==> config.mk <==
export PLATFORM = sky130hd
export DESIGN_NAME = reaction_lcd_writer
export DESIGN_NICKNAME = d
export VERILOG_FILES = /design/src/rtl/reaction_lcd_writer.sv
export SDC_FILE = /design/constraint.sdc
export NUM_CORES = 1
export LEC_CHECK = 0
export CORE_MARGIN = 4
export CORE_UTILIZATION = 53
export DETAILED_ROUTE_END_ITERATION = 7
export HOLD_SLACK_MARGIN = 0.06
export PLACE_DENSITY = 0.89
export SYNTH_ARGS = -nofsm -noshare
export SYNTH_HDL_FRONTEND = slang
export SYNTH_SLANG_ARGS = --single-unit
==> constraint.sdc <==
create_clock -name clk -period 2.5 [get_ports clk]
set_input_delay 0.75 -clock clk [delete_from_list [all_inputs] [get_ports clk]]
set_output_delay 0.75 -clock clk [all_outputs]
set_load 0.05 [all_outputs]
==> src/rtl/reaction_lcd_writer.sv <==
// Writes a 16-bit reaction time as five ASCII digits to an HD44780 LCD (8-bit bus).
// Define LCD_WRITER_INIT_EN to send the LCD init sequence on the first transaction after reset.
module reaction_lcd_writer #(
    parameter int unsigned EN_HIGH_CYCLES = 25,
    parameter int unsigned SETTLE_CYCLES  = 2500,
    parameter int unsigned CLEAR_CYCLES   = 82000
) (
    input  logic        clk,
    input  logic        reset,
    input  logic        start,
    input  logic [15:0] value,
    output logic        busy,
    output logic        done,
    output logic [7:0]  lcd_data,
    output logic        lcd_rs,
    output logic        lcd_en
);

    localparam int unsigned MAX_A   = (EN_HIGH_CYCLES > SETTLE_CYCLES) ? EN_HIGH_CYCLES : SETTLE_CYCLES;
    localparam int unsigned MAX_B   = (MAX_A > CLEAR_CYCLES) ? MAX_A : CLEAR_CYCLES;
    localparam int unsigned MAX_CNT = (MAX_B > 16) ? MAX_B : 16;
    localparam int unsigned CNT_W   = $clog2(MAX_CNT + 1);

    localparam logic [CNT_W-1:0] EN_LAST     = CNT_W'(EN_HIGH_CYCLES - 1);
    localparam logic [CNT_W-1:0] SETTLE_LAST = CNT_W'(SETTLE_CYCLES - 1);
    localparam logic [CNT_W-1:0] CONV_LAST   = CNT_W'(15);
`ifdef LCD_WRITER_INIT_EN
    localparam logic [CNT_W-1:0] CLEAR_LAST  = CNT_W'(CLEAR_CYCLES - 1);

    typedef enum logic [2:0] {IDLE, INIT, CONVERT, SETUP, STROBE, HOLD, FIN} state_t;
`else
    typedef enum logic [2:0] {IDLE, CONVERT, SETUP, STROBE, HOLD, FIN} state_t;
`endif

    state_t           state, state_next;
    logic [CNT_W-1:0] cnt, cnt_next, hold_last;
    logic [2:0]       idx, idx_next;
    logic [15:0]      bin;
    logic [19:0]      bcd, adj;
    logic [3:0]       digit;
    logic [7:0]       sel_byte;
    logic             sel_rs;
    logic             latch, conv_step, load_byte;
`ifdef LCD_WRITER_INIT_EN
    logic             init_done, init_phase, init_fin;
`endif

    assign busy   = (state != IDLE) && (state != FIN);
    assign done   = (state == FIN);
    assign lcd_en = (state == STROBE);

    // Double-dabble correction: any BCD digit >= 5 gets +3 before the shift.
    always_comb begin
        adj = bcd;
        for (int unsigned i = 0; i < 5; i++) begin
            if (bcd[4*i +: 4] >= 4'd5)
                adj[4*i +: 4] = bcd[4*i +: 4] + 4'd3;
        end
    end

    always_comb begin
        digit = 4'd0;
        case (idx_next)
            3'd1:    digit = bcd[19:16];
            3'd2:    digit = bcd[15:12];
            3'd3:    digit = bcd[11:8];
            3'd4:    digit = bcd[7:4];
            3'd5:    digit = bcd[3:0];
            default: digit = 4'd0;
        endcase
        sel_byte = (idx_next == 3'd0) ? 8'h80 : {4'h3, digit};
        sel_rs   = (idx_next != 3'd0);
`ifdef LCD_WRITER_INIT_EN
        if (init_phase) begin
            sel_rs = 1'b0;
            case (idx_next)
                3'd0:    sel_byte = 8'h38;
                3'd1:    sel_byte = 8'h0C;
                3'd2:    sel_byte = 8'h06;
                default: sel_byte = 8'h01;
            endcase
        end
`endif
    end

    always_comb begin
`ifdef LCD_WRITER_INIT_EN
        hold_last = (lcd_data == 8'h01 && !lcd_rs) ? CLEAR_LAST : SETTLE_LAST;
`else
        hold_last = SETTLE_LAST;
`endif
    end

    always_comb begin
        state_next = state;
        cnt_next   = cnt + 1'b1;
        idx_next   = idx;
        latch      = 1'b0;
        conv_step  = 1'b0;
        load_byte  = 1'b0;
`ifdef LCD_WRITER_INIT_EN
        init_fin   = 1'b0;
`endif
        case (state)
            IDLE: begin
                cnt_next = '0;
                if (start) begin
                    latch      = 1'b1;
                    idx_next   = 3'd0;
`ifdef LCD_WRITER_INIT_EN
                    state_next = init_done ? CONVERT : INIT;
`else
                    state_next = CONVERT;
`endif
                end
            end
`ifdef LCD_WRITER_INIT_EN
            INIT: begin
                cnt_next   = '0;
                load_byte  = 1'b1;
                state_next = SETUP;
            end
`endif
            CONVERT: begin
                conv_step = 1'b1;
                // Byte 0 is the fixed cursor command, so it can load while the last shift completes.
                if (cnt == CONV_LAST) begin
                    cnt_next   = '0;
                    load_byte  = 1'b1;
                    state_next = SETUP;
                end
            end
            SETUP: begin
                cnt_next   = '0;
                state_next = STROBE;
            end
            STROBE: begin
                if (cnt == EN_LAST) begin
                    cnt_next   = '0;
                    state_next = HOLD;
                end
            end
            HOLD: begin
                if (cnt == hold_last) begin
                    cnt_next = '0;
`ifdef LCD_WRITER_INIT_EN
                    if (init_phase && idx == 3'd3) begin
                        init_fin   = 1'b1;
                        idx_next   = 3'd0;
                        state_next = CONVERT;
                    end else
`endif
                    if (idx == 3'd5) begin
                        state_next = FIN;
                    end else begin
                        idx_next   = idx + 3'd1;
                        load_byte  = 1'b1;
                        state_next = SETUP;
                    end
                end
            end
            FIN: begin
                cnt_next   = '0;
                state_next = IDLE;
            end
            default: begin
                cnt_next   = '0;
                state_next = IDLE;
            end
        endcase
    end

    always_ff @(posedge clk or posedge reset) begin
        if (reset) state <= IDLE;
        else       state <= state_next;
    end

    always_ff @(posedge clk or posedge reset) begin
        if (reset) begin
            cnt      <= '0;
            idx      <= '0;
            bin      <= '0;
            bcd      <= '0;
            lcd_data <= '0;
            lcd_rs   <= 1'b0;
        end else begin
            cnt <= cnt_next;
            idx <= idx_next;
            if (latch) begin
                bin <= value;
                bcd <= '0;
            end else if (conv_step) begin
                bcd <= {adj[18:0], bin[15]};
                bin <= {bin[14:0], 1'b0};
            end
            if (load_byte) begin
                lcd_data <= sel_byte;
                lcd_rs   <= sel_rs;
            end
        end
    end

`ifdef LCD_WRITER_INIT_EN
    always_ff @(posedge clk or posedge reset) begin
        if (reset) begin
            init_done  <= 1'b0;
            init_phase <= 1'b0;
        end else if (latch && !init_done) begin
            init_phase <= 1'b1;
        end else if (init_fin) begin
            init_phase <= 1'b0;
            init_done  <= 1'b1;
        end
    end
`endif

endmodule

==> results of run 1 <==
==> cells in the final DEF, fill, tap and decap left out, types with 2 or more instances in the layout <==
cell / count
nand2_1: 45
dfrtp_1: 61
nor2_4: 2
dfrtp_2: 4
o211ai_1: 4
nand4_1: 2
nor2_1: 31
buf_12: 4
and3_1: 4
mux2i_1: 18
buf_4: 25
inv_2: 2
nand3_1: 18
a22o_1: 5
clkinvlp_4: 2
o22ai_1: 17
xnor2_1: 11
a32oi_1: 4
nand2b_1: 7
o31ai_1: 3
nor2b_1: 3
inv_1: 15
clkbuf_8: 12
a21oi_1: 20
nor3_1: 4
xor2_1: 10
clkdlybuf4s50_1: 25
ha_1: 14
nor3b_1: 4
nor4_4: 3
o21ai_0: 27
and2_1: 3
==> sequential cells by signal, indices dropped and copies added, names as in the netlist <==
name / flops
cnt: 17
bin: 16
state: 3
idx: 3
bcd: 20
lcd_data: 6
==> area by class of cell <==
cell class | instances | area (sq um) | area share
Multi-Input combinational cell | 292 | 1980 | 0.436
Clock buffer | 12 | 165 | 0.0364
Sequential cell | 65 | 1630 | 0.359
Timing Repair Buffer | 55 | 531 | 0.117
Tap cell | 96 | 120 | 0.0264
Clock inverter | 4 | 50.0 | 0.0110
Inverter | 17 | 63.8 | 0.0140
==> cell families after synthesis <==
kind of cell / count (synthesis)
buffers and inverters: 38
other: 1
AO/OA/AOI/OAI: 93
multiplexers: 19
XOR/XNOR: 21
AND/OR/NAND/NOR: 144
flip-flops: 65
adder cells (fa/ha/maj): 14
==> tightest hold or removal path, stage by stage, from the launching register on <==
cell and delay [ps]:
dfrtp_1 340, nand2_1 50, o21ai_0 60
==> cells in the mapped netlist (5+ instances only) <==
cell type	number
a21oi_1	20
o21ai_0	27
nand2b_1	7
clkbuf_1	10
nand3_1	18
mux2i_1	18
dfrtp_1	65
inv_1	16
nor3_1	5
xnor2_1	11
o22ai_1	17
nor2_1	32
xor2_1	10
a22o_1	5
ha_1	14
nand2_1	46
==> repair_timing <==
item	in CTS	in global routing
setup buffers	0	0
setup endpoints to repair	4	4
gates cloned	0	0
resized for setup	2	12
pin swaps	0	1
==> power by group through the flow <==
stage | Clock, W | Sequential (W) | Combinational (W)
global route | 0.00101 | 0.00177 | 0.00240
finish | 0.000953 | 0.00172 | 0.00216
floorplan | 0 | 0.00168 | 0.00156
detailed placement | 0 | 0.00173 | 0.00215
CTS | 0.000960 | 0.00171 | 0.00216
global placement | 0 | 0.00171 | 0.00203
==> through the flow <==
stage	area (sq um)	instances	hold slack (ps)	total power [W]	worst slack [ps]
after global placement	4280	525	464	0.00374	-325
final	4540	541	481	0.00483	70.8
after floorplan	3740	395	448	0.00324	47.5
after global routing	4540	541	524	0.00518	-15.0
after detailed placement	4280	525	474	0.00387	-378
after CTS	4500	541	489	0.00484	19.4
==> path summary, 6_finish.rpt <==
path                             start  depth (start not counted)           to
min reg2reg                lcd_data[7]                          2  lcd_data[7]
min                        lcd_data[7]                          2  lcd_data[7]
max                            cnt[12]                         10  lcd_data[3]
max in group asynchronous        reset                          3  lcd_data[7]
max reg2reg                    cnt[12]                         10  lcd_data[3]
min in group asynchronous        reset                          3       bin[3]
==> routing by layer <==
layer,vias to the layer above,GRT usage
li1,1489,-
met1,1498,0.254
met2,101,0.335
met3,21,0.0443
met4,0,0.0990
met5,-,0
==> impl_metrics.py, run 1 <==
metrics = {
    "final_layout": {
        "nFillCells": 542,
        "drive_above_1_share": 0.160,
        "n_antenna_cell": 0,
        "syn_to_final_growth_pct": 21.6,
        "layout.nets": 473,
        "final_util": 0.665,
    },
    "logic_synthesis": {
        "synth_nets": 428,
        "syn_area_sq_um": 3730,
        "yosys_warnings": 0,
        "synth_top_area_cell": "dfrtp_1",
        "synth_top_family_by_area": "simple AND/OR/NAND/NOR gates",
        "yosys_register_bits": 65,
        "synth-seq-area-share": 0.436,
        "yosys_most_used_dff": "dfrtp_1",
        "synth_edf_count": 0,
        "yosys.area_share.simple": 0.206,
        "synth_top_area_frac": 0.436,
        "synth_xor_area_frac": 0.0492,
        "synth_area_leaders": "dfrtp_1 44%, mux2i_1 4.8%, ha_1 4.7%",
        "synthMuxAreaShare": 0.0513,
        "synth_area_per_cell_sq_um": 9.46,
        "synth_compound_area_frac": 0.164,
        "async_flop_share": 1.00,
        "synth.distinct_cells": 61,
        "synthesis.instances": 395,
        "synth-adder-area-share": 0.0469,
    },
    "die": {
        "fp.dieW_um": 91.9,
        "die_h_um": 91.9,
        "core_sq_um": 6830,
        "row_count": 30,
        "num_io_pins": 31,
        "die_area_sq_um": 8450,
        "start_util": 0.547,
    },
    "placed_design": {
        "routabilityCongestion": 0.845,
        "post-dp-hpwl_um": 5790,
        "port_buffers": 29,
    },
    "timing": {
        "setup_viol": 0,
        "finClkSkew_ps": 8.95,
        "fin_crit_ps": 2430,
        "timing.fmax_ghz": 0.412,
        "maxSlewViolCount": 0,
        "fin_crit_sh": 0.972,
        "fin_tns_setup_ps": 0,
        "worst_slew_pin_slew_ps": 662,
        "max-slew-margin-rel": 0.558,
        "hold_viol": 0,
    },
    "setup_path": {
        "start_kind": "register",
        "cpPeakStageDelay_ps": 440,
        "cp.buffers_inverters": 3,
        "worstPathCellList": "nor4_4 > buf_4 > nand4_2 > buf_4 > o21ai_0 > a222oi_1 > buf_4 > a32oi_1 > o211ai_1 > a22o_1",
        "path_class": "reg -> reg",
        "end_kind": "register",
        "reg2reg_slack_ps": 70,
        "crit_required_ps": 2730,
        "cp_top_family": "compound AO/OA/AOI/OAI gates",
        "crit_arrival_ps": 2660,
        "critPathMaxFanout": 7,
        "cpMostUsedCell": "buf_4",
        "crit_path_top_delay_cell": "dfrtp_1",
    },
    "grt": {
        "grtUsageTotal": 0.204,
        "grt_pass1_wl_um": 14000,
        "grt_start_max_net_pins": 66,
        "grt_overflow": 0,
        "antenna_found_initial": 0,
        "grt_pass1_vias": 3108,
    },
    "routing": {
        "drtIter0Drc": 231,
        "via_count": 3109,
        "met2_length_um": 4070,
        "routed_wl_um": 8270,
        "top_layer": "met4",
        "firstDrtPassIters": 5,
        "ant_nets": 0,
        "wl_met3_um": 407,
        "routedWlPerCell_um": 15.3,
        "drc": 0,
        "viasPerCell": 5.75,
        "m1WireLength_um": 3580,
    },
    "power": {
        "p_clk_frac": 0.197,
        "p_int_w": 0.00287,
        "cellLeakagePower_nw": 1.99,
        "p_comb_frac": 0.446,
        "power_density_nw_per_um2": 1060,
        "max-vdd-ir-drop_mv": 0.522,
        "seq_power_share": 0.357,
        "p_switching_w": 0.00196,
        "p_sw_frac": 0.406,
    },
    "clocking": {
        "cts_buffer_depth": 2,
        "clock-sinks": 65,
        "clockRootBuffer": "clkbuf_8",
        "cts_tree": "built",
        "hold_buffers": 0,
        "numCtsBuffers": 9,
        "clk_latency_ps": 350,
        "clkSlewWorstSetupHoldPaths_ps": 80,
        "cts.htree.levels": 3,
    },
    "hold_path": {
        "hold_class": "reg -> reg",
    },
    "job": {
        "drv_cap": 0,
    },
    "status": {
        "status": "completed",
    },
}
(Power assumes the default switching activity.)
==> run 2, diff against run 1 <==
- CORE_UTILIZATION: 53 -> 40
- PLACE_DENSITY: 0.89 -> 0.73
==> run 2 against run 1 <==
Non-clock buffer count rose by 4. First-iteration DRC count fell by 15%. Power fell by 2.7%. Highest routed layer unchanged. Clock skew fell by 3.9 ps. Largest cell class unchanged. Die area rose by 29%.
==> impl_metrics.py, run 2 (same netlist as run 1, synthesis figures left out) <==
metrics = {
    "status": {
        "status": "completed",
    },
    "final_layout": {
        "n_antenna_cell": 0,
        "largest_registers": "bcd (20), cnt (17), bin (16)",
        "final_common_cell": "dfrtp_1",
        "syn_to_final_growth_pct": 21.7,
        "layout.nets": 477,
        "largest_reg_flops": 20,
        "multi_input_area_sq_um": 1980,
        "final_cell_mix": "64 x dfrtp_1, 46 x nand2_1, 31 x nor2_1",
        "nFillCells": 795,
        "drive_above_1_share": 0.160,
        "register_area_sq_um": 1630,
        "regMostFlops": "bcd",
    },
    "timing": {
        "maxSlewViolCount": 0,
        "setup_slack_ps": 104,
        "fin_crit_ps": 2400,
        "fin_tns_setup_ps": 0,
        "max-slew-margin-rel": 0.669,
        "fin_crit_sh": 0.959,
        "hold_slack_ps": 494,
        "setup_viol": 0,
        "finClkSkew_ps": 5.06,
        "timing.fmax_ghz": 0.417,
        "rsz0062_at_grt": "false",
        "worst_slew_pin_slew_ps": 496,
        "hold_viol": 0,
    },
    "grt": {
        "antenna_found_initial": 0,
        "grt_pass1_vias": 2978,
        "grt_overflow": 0,
        "grtUsageTotal": 0.153,
        "grt_pass1_wl_um": 13700,
        "grt_start_max_net_pins": 51,
    },
    "hold_path": {
        "whs_path_depth": 2,
        "hold_class": "reg -> reg",
        "hold-path-endpoint": "bcd[0]",
        "worstHoldStart": "bin[15]",
    },
    "setup_path": {
        "end_kind": "register",
        "crit_arrival_ps": 2630,
        "cp.buffers_inverters": 0,
        "critPathMaxFanout": 6,
        "path_class": "reg -> reg",
        "cp_top_family": "simple AND/OR/NAND/NOR gates",
        "worstPathCellList": "ha_1 > and4b_1 > and4_2 > a31o_4 > and2_0 > or3_4 > and3b_4 > a22o_1",
        "crit_path_top_delay_cell": "dfrtp_1",
        "reg2reg_slack_ps": 100,
        "r2r_cells": 8,
        "cpPeakStageDelay_ps": 400,
        "start_kind": "register",
        "worstReg2RegStart": "cnt[1]",
        "rr_endpoint": "lcd_data[0]",
        "crit_required_ps": 2730,
    },
    "placed_design": {
        "pre_cts_ws_ps": -369,
        "post-dp-hpwl_um": 5950,
        "routabilityCongestion": 0.886,
        "port_buffers": 29,
    },
    "power": {
        "cellLeakagePower_nw": 2.00,
        "max-vdd-ir-drop_mv": 0.369,
        "power_w": 0.00470,
        "power_density_nw_per_um2": 1030,
    },
    "routing": {
        "viasPerCell": 5.44,
        "via_count": 3032,
        "ant_nets": 0,
        "routedWlPerCell_um": 14.8,
        "drc": 0,
        "drtIter0Drc": 196,
        "routed_wl_um": 8240,
        "firstDrtPassIters": 4,
    },
    "clocking": {
        "cts_buffer_depth": 2,
        "cts.htree.levels": 3,
        "cts_tree": "built",
        "clockRootBuffer": "clkbuf_8",
        "clkSlewWorstSetupHoldPaths_ps": 80,
        "cts_setup_buffers": 0,
        "numCtsBuffers": 9,
        "clk_latency_ps": 340,
        "clock-sinks": 65,
    },
    "job": {
        "drv_cap": 0,
    },
    "die": {
        "die_h_um": 105,
        "core_sq_um": 8890,
        "row_count": 34,
        "num_io_pins": 31,
        "start_util": 0.420,
        "die_area_sq_um": 10900,
        "fp.dieW_um": 105,
    },
}
run 2: layout make-up:
| cell class | count | share of cell area |
|---|---|---|
| well taps | 108 | 0.0297 |
| multi-input cells | 292 | 0.435 |
| clock inverters | 6 | 0.00963 |
| clock buffers | 10 | 0.0303 |
| repair buffers | 59 | 0.123 |
| flip-flops and latches | 65 | 0.358 |
| inverters | 17 | 0.0140 |
run 2: repair_timing:
item	CTS	global route
pin swaps	0	1
setup endpoints to repair	2	5
hold buffers	0	0
gates resized for setup	1	8
gates cloned	0	0
run 2: metal layers:
| metal | up-vias | global-route usage | routed length (um) |
|---|---|---|---|
| li1 | 1497 | - | - |
| met1 | 1453 | 0.191 | 3670 |
| met2 | 69 | 0.253 | 4000 |
| met3 | 13 | 0.0370 | 420 |
| met4 | 0 | 0.0694 | 149 |
| met5 | - | 0 | 0 |
run 2: worst max-delay path by stage:
stage | slack [ps] | endpoint | from | cells past startpoint
after global placement | -330 | lcd_data[2] | start | 9
after global routing | 3 | lcd_data[2] | idx[1] | 10
after detailed placement | -370 | lcd_data[2] | start | 9
after floorplan | 50 | lcd_data[0] | cnt[0] | 10
after CTS | 20 | lcd_data[2] | start | 10
final | 100 | lcd_data[0] | cnt[1] | 8
run 2: where the power goes:
| group | total [W] | switching (W) | internal (W) |
|---|---|---|---|
| combinational | 0.00217 | 0.00121 | 0.000959 |
| sequential | 0.00172 | 0.000338 | 0.00138 |
| clock | 0.000809 | 0.000421 | 0.000388 |
| total | 0.00470 | 0.00197 | 0.00273 |
run 2: worst register-to-register path: cells and delay by family, from the launching register on:
family	cells	cell delay (ps)
AOI/OAI and AO/OA	2	470
DFF	1	400
and+or+nand+nor	5	1220
adders and majority gates	1	200
run 2: per-stage QoR:
stage	instances	util	instance area (sq um)
2_1_floorplan	395	-	3740
3_3_place_gp	541	0.486	4320
3_5_place_dp	541	0.486	4320
4_1_cts	557	0.507	4510
5_1_grt	557	0.511	4550
6_report	557	0.511	4550
==> run 3, diff against run 2 <==
- GPL_TIMING_DRIVEN: not set -> 1
==> results of run 3 <==
Same layout as run 2: the final DEF is identical, and so are final timing and power.
